File: config.mk
export PLATFORM = sky130hd
export DESIGN_NAME = pmu_stream_ctrl
export DESIGN_NICKNAME = d
export VERILOG_FILES = /design/src/rtl/pmu_pkg.sv /design/src/rtl/crc_serial.sv /design/src/rtl/pmu_stream_ctrl.sv
export SDC_FILE = /design/constraint.sdc
export NUM_CORES = 1
export LEC_CHECK = 0
export BUFFER_PORTS_ARGS = -buffer_cell sky130_fd_sc_hd__buf_4
export CAP_MARGIN = 10
export CORE_ASPECT_RATIO = 2
export CORE_MARGIN = 2
export CORE_UTILIZATION = 54
export DETAILED_ROUTE_END_ITERATION = 8
export PLACE_DENSITY = 0.72
export RECOVER_POWER = 50
export SYNTH_ARGS = -nofsm -noshare
export SYNTH_HDL_FRONTEND = slang
export SYNTH_SLANG_ARGS = --single-unit
File: constraint.sdc
create_clock -name tck_i -period 3.37 [get_ports tck_i]
set_input_delay 0.1685 -clock tck_i [delete_from_list [all_inputs] [get_ports tck_i]]
set_output_delay 0.1685 -clock tck_i [all_outputs]
set_load 0.05 [all_outputs]
File: src/rtl/pmu_pkg.sv
// Shared types and header layout helpers for the programming management unit.
package pmu_pkg;

    typedef enum logic [2:0] {StIdle, StHdr, StData, StChk, StDone, StErr} state_e;

    localparam int unsigned CntOff = 0;

    function automatic int unsigned ch_width(input int unsigned num_ch);
        return (num_ch > 1) ? $clog2(num_ch) : 1;
    endfunction

    function automatic int unsigned len_off(input int unsigned cnt_w);
        return cnt_w;
    endfunction

    function automatic int unsigned ch_off(input int unsigned cnt_w, input int unsigned len_w);
        return cnt_w + len_w;
    endfunction

endpackage

File: src/rtl/crc_serial.sv
// Serial CRC engine, MSB feedback; a frame followed by its check bits leaves residue zero.
module crc_serial #(
    parameter int unsigned      CRC_W    = 8,
    parameter logic [CRC_W-1:0] CRC_POLY = 8'hEB
) (
    input  logic clk_i,
    input  logic rst_ni,
    input  logic clr_i,
    input  logic en_i,
    input  logic bit_i,
    output logic residue_zero_o
);

    logic [CRC_W-1:0] crc_q, crc_d, base;
    logic             fb;

    always_comb begin
        base  = clr_i ? '0 : crc_q;
        fb    = bit_i ^ base[CRC_W-1];
        crc_d = en_i ? ((base << 1) ^ (fb ? CRC_POLY : '0)) : crc_q;
    end

    // Residue after absorbing the current bit, so the FSM can decide on that same edge.
    assign residue_zero_o = (crc_d == '0);

    always_ff @(posedge clk_i) begin
        if (!rst_ni) crc_q <= '0;
        else         crc_q <= crc_d;
    end

endmodule

File: src/rtl/pmu_stream_ctrl.sv
// Header parser and frame streamer feeding one of NUM_CH configuration chains.
module pmu_stream_ctrl
    import pmu_pkg::*;
#(
    parameter int unsigned      FRAME_W  = 64,
    parameter int unsigned      CRC_W    = 8,
    parameter logic [CRC_W-1:0] CRC_POLY = 8'hEB,
    parameter int unsigned      NUM_CH   = 2,
    parameter int unsigned      CNT_W    = 16,
    parameter int unsigned      LEN_W    = 7
) (
    input  logic              tck_i,
    input  logic              rst_i,
    input  logic              en_i,
    input  logic              crc_en_i,
    input  logic              data_i,
    output logic [NUM_CH-1:0] data_o,
    output logic [NUM_CH-1:0] prog_en_o,
    input  logic [NUM_CH-1:0] ccff_i,
    output logic              ccff_o,
    output logic              busy_o,
    output logic              done_o,
    output logic              crc_err_o,
    output logic              cfg_err_o
);

    localparam int unsigned CH_W    = ch_width(NUM_CH);
    localparam int unsigned HDR_W   = CNT_W + LEN_W + CH_W;
    localparam int unsigned LEN_OFF = len_off(CNT_W);
    localparam int unsigned CH_OFF  = ch_off(CNT_W, LEN_W);
    localparam int unsigned BIT_W   = (FRAME_W > 1) ? $clog2(FRAME_W) : 1;
    localparam int unsigned SUB_W   = $clog2((HDR_W > CRC_W) ? HDR_W : CRC_W);

    state_e            state_q, state_d;
    logic              crc_mode_q, crc_mode_d;
    logic              crc_err_q, crc_err_d;
    logic              cfg_err_q, cfg_err_d;
    logic [HDR_W-2:0]  hdr_q, hdr_d;
    logic [SUB_W-1:0]  sub_q, sub_d;
    logic [BIT_W-1:0]  bit_q, bit_d;
    logic [CNT_W-1:0]  frame_q, frame_d, n_q, n_d;
    logic [LEN_W-1:0]  l_q, l_d;
    logic [CH_W-1:0]   ch_q, ch_d;
    logic [NUM_CH-1:0] data_q, prog_q, prog_d;

    logic [HDR_W-1:0]  hdr_full;
    logic [CNT_W-1:0]  hdr_n;
    logic [LEN_W-1:0]  hdr_l, l_eff;
    logic [CH_W-1:0]   hdr_c;
    logic              last_frame, bit_last, res_zero;

    assign hdr_full   = {data_i, hdr_q};
    assign hdr_n      = hdr_full[CntOff +: CNT_W];
    assign hdr_l      = hdr_full[LEN_OFF +: LEN_W];
    assign hdr_c      = hdr_full[CH_OFF +: CH_W];
    assign l_eff      = (hdr_l == '0 || 32'(hdr_l) > FRAME_W) ? LEN_W'(FRAME_W) : hdr_l;
    assign last_frame = (frame_q == n_q - CNT_W'(1));
    assign bit_last   = (bit_q == BIT_W'(FRAME_W - 1));

    crc_serial #(
        .CRC_W   (CRC_W),
        .CRC_POLY(CRC_POLY)
    ) u_crc (
        .clk_i         (tck_i),
        .rst_ni        (rst_i),
        .clr_i         (state_q == StData && bit_q == '0),
        .en_i          (state_q == StData || state_q == StChk),
        .bit_i         (data_i),
        .residue_zero_o(res_zero)
    );

    always_comb begin
        state_d    = state_q;
        crc_mode_d = crc_mode_q;
        crc_err_d  = crc_err_q;
        cfg_err_d  = cfg_err_q;
        hdr_d      = hdr_q;
        sub_d      = sub_q;
        bit_d      = bit_q;
        frame_d    = frame_q;
        n_d        = n_q;
        l_d        = l_q;
        ch_d       = ch_q;
        prog_d     = '0;

        unique case (state_q)
            StIdle: begin
                if (en_i) begin
                    state_d    = StHdr;
                    crc_mode_d = crc_en_i;
                    crc_err_d  = 1'b0;
                    cfg_err_d  = 1'b0;
                    sub_d      = '0;
                end
            end
            StHdr: begin
                hdr_d = hdr_full[HDR_W-1:1];
                sub_d = sub_q + SUB_W'(1);
                if (sub_q == SUB_W'(HDR_W - 1)) begin
                    sub_d   = '0;
                    bit_d   = '0;
                    frame_d = '0;
                    if (32'(hdr_c) >= NUM_CH) begin
                        state_d   = StErr;
                        cfg_err_d = 1'b1;
                    end else begin
                        ch_d    = hdr_c;
                        n_d     = hdr_n;
                        l_d     = l_eff;
                        state_d = (hdr_n == '0) ? StDone : StData;
                    end
                end
            end
            StData: begin
                if (!last_frame || LEN_W'(bit_q) < l_q) prog_d = NUM_CH'(1) << ch_q;
                bit_d = bit_q + BIT_W'(1);
                if (bit_last) begin
                    bit_d = '0;
                    if (crc_mode_q) begin
                        state_d = StChk;
                        sub_d   = '0;
                    end else if (last_frame) begin
                        state_d = StDone;
                    end else begin
                        frame_d = frame_q + CNT_W'(1);
                    end
                end
            end
            StChk: begin
                sub_d = sub_q + SUB_W'(1);
                if (sub_q == SUB_W'(CRC_W - 1)) begin
                    sub_d = '0;
                    if (!res_zero) begin
                        state_d   = StErr;
                        crc_err_d = 1'b1;
                    end else if (last_frame) begin
                        state_d = StDone;
                    end else begin
                        state_d = StData;
                        frame_d = frame_q + CNT_W'(1);
                    end
                end
            end
            StDone, StErr: ;
            default: state_d = StIdle;
        endcase

        // Abort wins over everything decided above, and never raises a flag.
        if (state_q != StIdle && !en_i) begin
            state_d   = StIdle;
            prog_d    = '0;
            crc_err_d = crc_err_q;
            cfg_err_d = cfg_err_q;
        end
    end

    always_ff @(posedge tck_i) begin
        if (!rst_i) begin
            state_q    <= StIdle;
            crc_mode_q <= 1'b0;
            crc_err_q  <= 1'b0;
            cfg_err_q  <= 1'b0;
            hdr_q      <= '0;
            sub_q      <= '0;
            bit_q      <= '0;
            frame_q    <= '0;
            n_q        <= '0;
            l_q        <= '0;
            ch_q       <= '0;
            data_q     <= '0;
            prog_q     <= '0;
        end else begin
            state_q    <= state_d;
            crc_mode_q <= crc_mode_d;
            crc_err_q  <= crc_err_d;
            cfg_err_q  <= cfg_err_d;
            hdr_q      <= hdr_d;
            sub_q      <= sub_d;
            bit_q      <= bit_d;
            frame_q    <= frame_d;
            n_q        <= n_d;
            l_q        <= l_d;
            ch_q       <= ch_d;
            data_q     <= {NUM_CH{data_i}};
            prog_q     <= prog_d;
        end
    end

    always_comb begin
        ccff_o = 1'b0;
        for (int unsigned k = 0; k < NUM_CH; k++) begin
            if (ch_q == CH_W'(k)) ccff_o = ccff_i[k];
        end
    end

    assign data_o    = data_q;
    assign prog_en_o = prog_q;
    assign busy_o    = (state_q == StHdr) || (state_q == StData) || (state_q == StChk);
    assign done_o    = (state_q == StDone);
    assign crc_err_o = crc_err_q;
    assign cfg_err_o = cfg_err_q;

endmodule
After elaboration in Yosys (flattened, before gate mapping)
Index checks and enable logic that the tools add are counted.
Widths: inputs -> output; s select.

word-level totals
  bits in registers = 90
  input bits = 7
  output and inout port bits = 9
  logic and storage cells = 109

cells by class
  add/sub/neg operators = 4
  order comparisons = 2
  equality and inequality tests = 18
  shift operators = 1
  mux-type cells = 35
  bitwise gates (word level) = 7
  reduce and logical (&&, ||, !) cells = 29

operators by type and width
  cell                   number
  $mux 16                6
  $pmux 16 s3            1
  $mux 3                 9
  $mux 5                 5
  $mux 8                 3
  $pmux 5 s4             1
  $add 16x1->16 const B  1
  $eq 16x16->1           1
  $logic_not 16->1       1
  $ne 2x2->1 const B     8
  $sub 16x1->16 const B  1
  $pmux 3 s5             1
  $mux 6                 2
  $pmux 6 s2             1
  $reduce_and 6->1       2
  $logic_not 8->1        1
  $xor 8x8->8            1
  $gt 7x7->1 const B     1
  $logic_not 7->1        1
  $lt 6x7->1             1
  $mux 7                 1
  $add 6x1->6 const B    1
  $eq 3x2->1 const B     2
  $eq 3x3->1 const B     2
  other kinds (24)       42

Logic depth before layout (Yosys ltp)
Gate-level depths: netlist (run 1).

  word-level depth = 11
  mapped depth = 14
  mapped depth without buffers = 11

Cells and area by module
From an unflattened synthesis (run 1), not the netlist that was laid out.

unflattened totals
  cell total of the unflattened synthesis = 642
  area, all modules = 5006.1 µm²

by module, submodules not included
  module           times used  cells an instance  area an instance (µm²)
  pmu_stream_ctrl  1           584                4451.8
  crc_serial       1           58                 554.3

Least setup slack after synthesis (run 1)
No wires, ideal clock.

  path type = register to register
  start point = reg n_q[5]
  end point = reg frame_q[1]
  setup time = 128 ps
  data arrival time = 3072 ps
  slack = 171 ps
  stages on the path, launching flop included = 13
  cells stage by stage = dfxtp_1 buf_6 or4_4 or3_1 or4_4 a2111oi_4 nand2_1 or4_4 nand2_4 buf_6 buf_8 mux2i_1 nor2_1

on the way
  cells in the longest elaborated chain, start to end = 6
  elaborated cells on any way between the ends = 8

ends and longest elaborated chain
  item                                      line                    source
  start: declaration                        pmu_stream_ctrl.sv:41   logic [CNT_W-1:0] frame_q, frame_d, n_q, n_d;
  start signal: assignment                  pmu_stream_ctrl.sv:181  n_q <= n_d;
  $sub 16x1->16 (*)                         pmu_stream_ctrl.sv:57   assign last_frame = (frame_q == n_q - CNT_W'(1));
  $eq 16x16->1 (*)                          pmu_stream_ctrl.sv:57
  $mux 16 (*)                               -
  $mux 16 (on tied branches) (2 in series)  -
  $pmux 16 s3 (*)                           -
  end signal: assignment                    pmu_stream_ctrl.sv:180  frame_q <= frame_d;
  end: declaration                          pmu_stream_ctrl.sv:41

Mark *: on every way between the ends. The rest lies on a longest branch, timed or not. The select of a mux whose other input is x is not followed.
A chain may end at the register's enable or synchronous reset.

Worst setup path in the final report (run 1)
  start point = reg n_q[7]
  end point = reg prog_q[1], in the netlist prog_en_o[1]

on the way
  cells in the longest elaborated chain, start to end = 6

ends and longest elaborated chain
  item                              line                    source
  $sub 16x1->16                     pmu_stream_ctrl.sv:57
  $eq 16x16->1                      pmu_stream_ctrl.sv:57
  $logic_not 1->1                   pmu_stream_ctrl.sv:115  if (!last_frame || LEN_W'(bit_q) < l_q) prog_d = NUM_CH'(1) << ch_q;
  $logic_or 1x1->1                  pmu_stream_ctrl.sv:115
  $not 1->1 (no source line)        -
  $reduce_or 4->1 (no source line)  -
  end signal: assignment            pmu_stream_ctrl.sv:185  prog_q <= prog_d;
  end: declaration                  pmu_stream_ctrl.sv:44   logic [NUM_CH-1:0] data_q, prog_q, prog_d;

Every way passes these cells.

==> impl_metrics.ini, run 1 <==
[power_and_ir_drop]
combPwrFrac = 0.170
pwr-share-seq = 0.449
leakage_nw = 1.84
ir_drop_v = 0.000408
totalPowerFinal_mw = 2.52
swShare = 0.319
powerDensity_nw_per_um2 = 481
pwr-share-clk = 0.381
power_switching_mw = 0.804
power.internal_mw = 1.72

[global_route]
grt-ovfl-total = 0
antenna_found_initial = 0
grt_pass1_wl_um = 18900
first_global_vias = 4163
grt_usage = 0.243
grt_max_degree = 50

[routing]
wl_met1_um = 4220
met2WireLength_um = 6540
routed_via_density = 6.13
wl_per_cell_um = 16.1
drt_first_pass_iters = 5
routed.top_layer = met4
drc = 0
wirelength_um = 11800
ant_nets = 0
initialDrtViolationCount = 316
vias = 4482
route.met3.wl_um = 319

[sta]
fin_skew_ns = 0.00616
whs_ns = 0.0903
setup_tns_ns = 0
hold_violations = 0
worst_slack_ns = 0.158
period_share = 0.953
drv_slew = 0
finalSetupViolations = 0
tightest_slew_ns = 1.30
rsz0062_at_grt = false
max_clock_freq_ghz = 0.311
relSlewSlack = 0.135
period_minus_slack_ns = 3.21

[place]
placed_area_um2 = 4970
numPortBuffers = 14
dpl_worst_slack_ns = 0.140
dp_hpwl_um = 8770
routabilityCongestion = 0.837
place_inst = 715

[final_layout]
final_layout_size_suffix_gt1_frac = 0.0808
n_antenna_cell = 0
fin_area_um2 = 5240
utilization = 0.606
area_growth_pct = 9.14
fin_nets = 643
fin_cells = 731

[worst_setup_path]
critPathLaunchType = register
r2r_setup_slack_ns = 0.16
critPathBufInv = 1
crit_chain = or4_4 -> or3_1 -> or4_4 -> a2111oi_4 -> o2111ai_1 -> buf_4 -> nor3_1 -> nor4b_1
crit_family = simple AND/OR/NAND/NOR gates
cp_common_cell = or4_4
required_ns = 3.58
r2r-start = n_q[7]
reg2regPathDepth = 8
cp-end-kind = register
reg2reg_to = prog_en_o[1]
worstSetupEndpoint = prog_en_o[1]
path_max_fanout = 10
critPathKind = reg2reg
cp.depth = 8
critical_path.startpoint = n_q[7]
critPathArrivalTime_ns = 3.42
max_stage_delay_ns = 0.53
crit_slowest_cell = or4_4

[synth]
synth-async-reset-ratio = 0
yosys_register_bits = 90
syn-num-nets = 641
syn_inst = 624
synthFlopType = dfxtp_1
syn_area_per_cell_um2 = 7.70
synth_edf_count = 0
ys.warnings.count = 0
synth-seq-area-share = 0.375
syn-cell-area_um2 = 4800
synth_cell_types = 66

[clock_tree]
clock_path_buffers = 2
cts_buffers = 9
root_buffer = clkbuf_16
clk_latency_ns = 0.35
cts_sinks = 90
clk_pin_slew_ns = 0.07
htree_levels = 3
cts_tree = yes

[floorplan]
coreArea_um2 = 8650
ios = 16
start_util = 0.556
die_y_um = 137
dieArea_um2 = 9710
num_rows = 48
die_x_um = 70.7

[job]
drv_cap = 0

[outcome]
status = finished clean

[hold_path]
holdCritPathClass = in2reg
-- worst min-delay path, cell delays in order --
cell and delay (ns):
buf_4 0.11, nand3_1 0.05, a21oi_1 0.05
-- worst min-delay path by stage --
stage              from         end  cells past startpoint
6_report       crc_en_i  crc_mode_q                      3
2_1_floorplan     rst_i   crc_err_o                      2
5_1_grt        crc_en_i  crc_mode_q                      3
3_5_place_dp     l_q[1]      l_q[1]                      2
4_1_cts        crc_en_i  crc_mode_q                      3
3_3_place_gp   crc_en_i  crc_mode_q                      3
-- cell usage after synthesis, types with 12 or more instances --
cell type | number | area share
xnor2_1 | 13 | 0.024
inv_1 | 16 | 0.013
dfxtp_1 | 90 | 0.38
nand2_1 | 121 | 0.095
a21oi_1 | 79 | 0.082
clkbuf_1 | 30 | 0.023
o21ai_0 | 12 | 0.013
nor2_1 | 43 | 0.034
nand3_1 | 23 | 0.024
xor2_1 | 16 | 0.029
-- power groups by stage --
stage          combinational, mW  sequential, mW  clock, mW
6_report                   0.429            1.13      0.960
5_1_grt                    0.470            1.14       1.01
4_1_cts                    0.434            1.13      0.977
3_5_place_dp               0.430            1.15          0
3_3_place_gp               0.423            1.15          0
2_1_floorplan              0.357            1.13          0
-- sequential cells by signal, indices dropped and copies added, names as in the netlist --
register	flops
u_crc.crc_q	8
data_o	1
prog_en_o	2
sub_q	5
hdr_q	23
crc_err_o	1
state_q	3
frame_q	16
n_q	16
ch_q	1
l_q	7
bit_q	6
crc_mode_q	1
-- area by class of cell --
cell class | count | area, um^2
repair buffers | 29 | 176
clock inverters | 7 | 63.8
fillers | 798 | 3400
clock buffers | 9 | 225
multi-input cells | 480 | 2790
well taps | 100 | 125
inverters | 16 | 60.1
flip-flops and latches | 90 | 1800
-- placed cells by master, fill, tap and decap left out, types with 4 or more instances in the layout --
cell type,synthesis,layout
nand2b_1,8,8
o21ai_0,12,12
buf_4,2,18
ha_1,10,10
or3_1,11,11
inv_1,16,15
nor4b_1,4,4
dfxtp_1,90,89
nand4_1,7,7
xnor2_1,13,13
nor4_1,11,11
or4_1,9,9
nand3b_1,11,11
and3_1,7,7
nor3_1,8,7
o21ai_1,11,11
clkbuf_16,0,9
o31ai_1,4,4
nor2_1,43,43
nor2b_1,5,5
clkbuf_1,30,11
xor2_1,16,16
o211ai_1,6,6
nand3_1,23,23
a31oi_1,7,7
nand2_1,121,121
a21oi_1,79,78
-- cell families after synthesis --
kind of cell	share of synthesized area
AND/OR/NAND/NOR	0.298
flip-flops	0.375
AO/OA/AOI/OAI	0.184
XOR/XNOR	0.0529
buffers and inverters	0.0497
adder cells (fa/ha/maj)	0.0260
other	0.000781
multiplexers	0.0133
-- routing by layer --
metal | GRT usage | vias up
li1 | - | 2213
met1 | 0.235 | 2115
met2 | 0.470 | 111
met3 | 0.0241 | 43
met4 | 0.164 | 0
met5 | 0 | -
-- what timing repair did --
item,CTS,global route
endpoints found under the setup margin,0,15
endpoints found under the hold margin,0,0
hold buffers,0,0
setup buffers,0,0
resized for setup,0,6
No activity file was read; power rests on OpenSTA's default activity.
==> inputs of run 2 (changes only) <==
==> constraint.sdc (replaced) <==
create_clock -name tck_i -period 2.6 [get_ports tck_i]
set_input_delay 0.13 -clock tck_i [delete_from_list [all_inputs] [get_ports tck_i]]
set_output_delay 0.13 -clock tck_i [all_outputs]
set_load 0.05 [all_outputs]
==> impl_metrics.ini, run 2 (synthesis results as in run 1) <==
[place]
placed_area_um2 = 5360
numPortBuffers = 14
routabilityCongestion = 0.870
dp_hpwl_um = 9740
dpl_worst_slack_ns = -0.555
place_inst = 766

[worst_setup_path]
required_ns = 2.84
cp_common_cell = or4_4
critPathLaunchType = register
crit_chain = or4_4 -> or3_4 -> or4_4 -> a2111oi_4 -> nand2_1 -> or4_4 -> nand2_4 -> or4_1 -> nand2_1
max_stage_delay_ns = 0.53
crit_slowest_cell = or4_4
cp-end-kind = register
critPathKind = reg2reg
critPathArrivalTime_ns = 3.31
crit_family = simple AND/OR/NAND/NOR gates
path_max_fanout = 14
critPathBufInv = 0

[final_layout]
area_growth_pct = 18.5
final_layout_size_suffix_gt1_frac = 0.158
fin_area_um2 = 5690
nFillCells = 754
n_antenna_cell = 0
fin_cells = 785
reg_top3 = hdr_q: 23 flops, frame_q: 16 flops, n_q: 16 flops
top_register = hdr_q
final_common_cell = nand2_1
fin_nets = 697
final_cell_mix = nand2_1 (121), dfxtp_1 (90), a21oi_1 (78), buf_4 (68), nor2_1 (43)
utilization = 0.658
largest_reg_flops = 23

[sta]
hold_violations = 0
worst_slack_ns = -0.474
period_minus_slack_ns = 3.07
finalSetupViolations = 21
tightest_slew_ns = 1.28
max_clock_freq_ghz = 0.325
relSlewSlack = 0.147
fin_skew_ns = 0.00947
drv_slew = 0
setup_tns_ns = -9.08
rsz0062_at_grt = true
period_share = 1.18

[clock_tree]
cts_buffers = 9
cts_hold_buf = 0
htree_levels = 3
root_buffer = clkbuf_16
cts_sinks = 90
cts_tree = yes
clock_path_buffers = 2
clk_pin_slew_ns = 0.06
clk_latency_ns = 0.35

[routing]
routed.top_layer = met4
wirelength_um = 13000
drt_first_pass_iters = 6
wl_met1_um = 4430
initialDrtViolationCount = 321
drc = 0
routed_via_density = 6.02
vias = 4723
ant_nets = 0
wl_per_cell_um = 16.5
route.met3.wl_um = 441
met2WireLength_um = 7450

[global_route]
grt_usage = 0.275
grt-ovfl-total = 0
grt_max_degree = 42
first_global_vias = 4687
grt_pass1_wl_um = 21200
antenna_found_initial = 0

[floorplan]
start_util = 0.556
coreArea_um2 = 8650
dieArea_um2 = 9710
die_y_um = 137
num_rows = 48
ios = 16
die_x_um = 70.7

[hold_path]
holdCritPathClass = in2reg

[power_and_ir_drop]
powerDensity_nw_per_um2 = 592
ir_drop_v = 0.000512
leakage_nw = 2.11

[outcome]
violations = negative setup slack
status = finished, violations left

[job]
drv_cap = 0
==> run 2: changes by cell type in the layout (fill, tap and decap cells not counted), moves of 2 or more <==
cell	delta
o21ai_2	+2
or3_1	-2
buf_4	+50
or3_4	+2
clkbuf_1	+2
nand2_4	+2
o21ai_1	-2
==> run 2: through the flow <==
stage	hold WS [ns]	power (mW)
final	0.0512	3.37
after global routing	0.0708	3.50
after CTS	0.0465	3.38
after detailed placement	0.406	2.11
after global placement	0.401	2.09
after floorplan	0.244	1.93
==> run 2: repair_timing <==
| item | CTS | global route |
|---|---|---|
| buffers inserted | 0 | 1 |
| cloned | 2 | 0 |
| gates resized for setup | 6 | 7 |
| setup endpoints to repair | 21 | 22 |
| pin swaps | 3 | 3 |
==> run 2: worst paths after layout <==
kind | depth (start not counted) | slack [ns] | to | startpoint
worst max-delay path | 9 | -0.47 | frame_q[3] | n_q[5]
worst min-delay path | 3 | 0.05 | crc_mode_q | crc_en_i
worst max register to register | 9 | -0.47 | frame_q[3] | n_q[5]
worst min register to register | 2 | 0.46 | l_q[2] | l_q[2]
==> run 2: routing by layer <==
metal	global-route usage	vias up
met5	0	-
met4	0.170	0
li1	-	2318
met2	0.543	121
met3	0.0454	45
met1	0.250	2239
==> run 2: area by class of cell <==
class	instances	area, um^2	share of cell area
clock inverters	6	50.0	0.00879
multi-input cells	482	2860	0.502
well taps	100	125	0.0220
flip-flops and latches	90	1800	0.316
inverters	16	60.1	0.0105
repair buffers	81	559	0.0982
clock buffers	10	239	0.0420
==> run 2: worst reg2reg max path, delay by kind of cell (launching register included) <==
family	cells	cell delay (ns)
compound gates	1	0.34
flops	1	0.31
simple gates	8	2.32
==> run 2: power by group <==
part / total [mW] / switching [mW] / internal, mW / leakage, nW
Sequential: 1.45 / 0.0407 / 1.41 / 0.726
Combinational: 0.664 / 0.469 / 0.195 / 1.25
Clock: 1.25 / 0.569 / 0.684 / 0.136
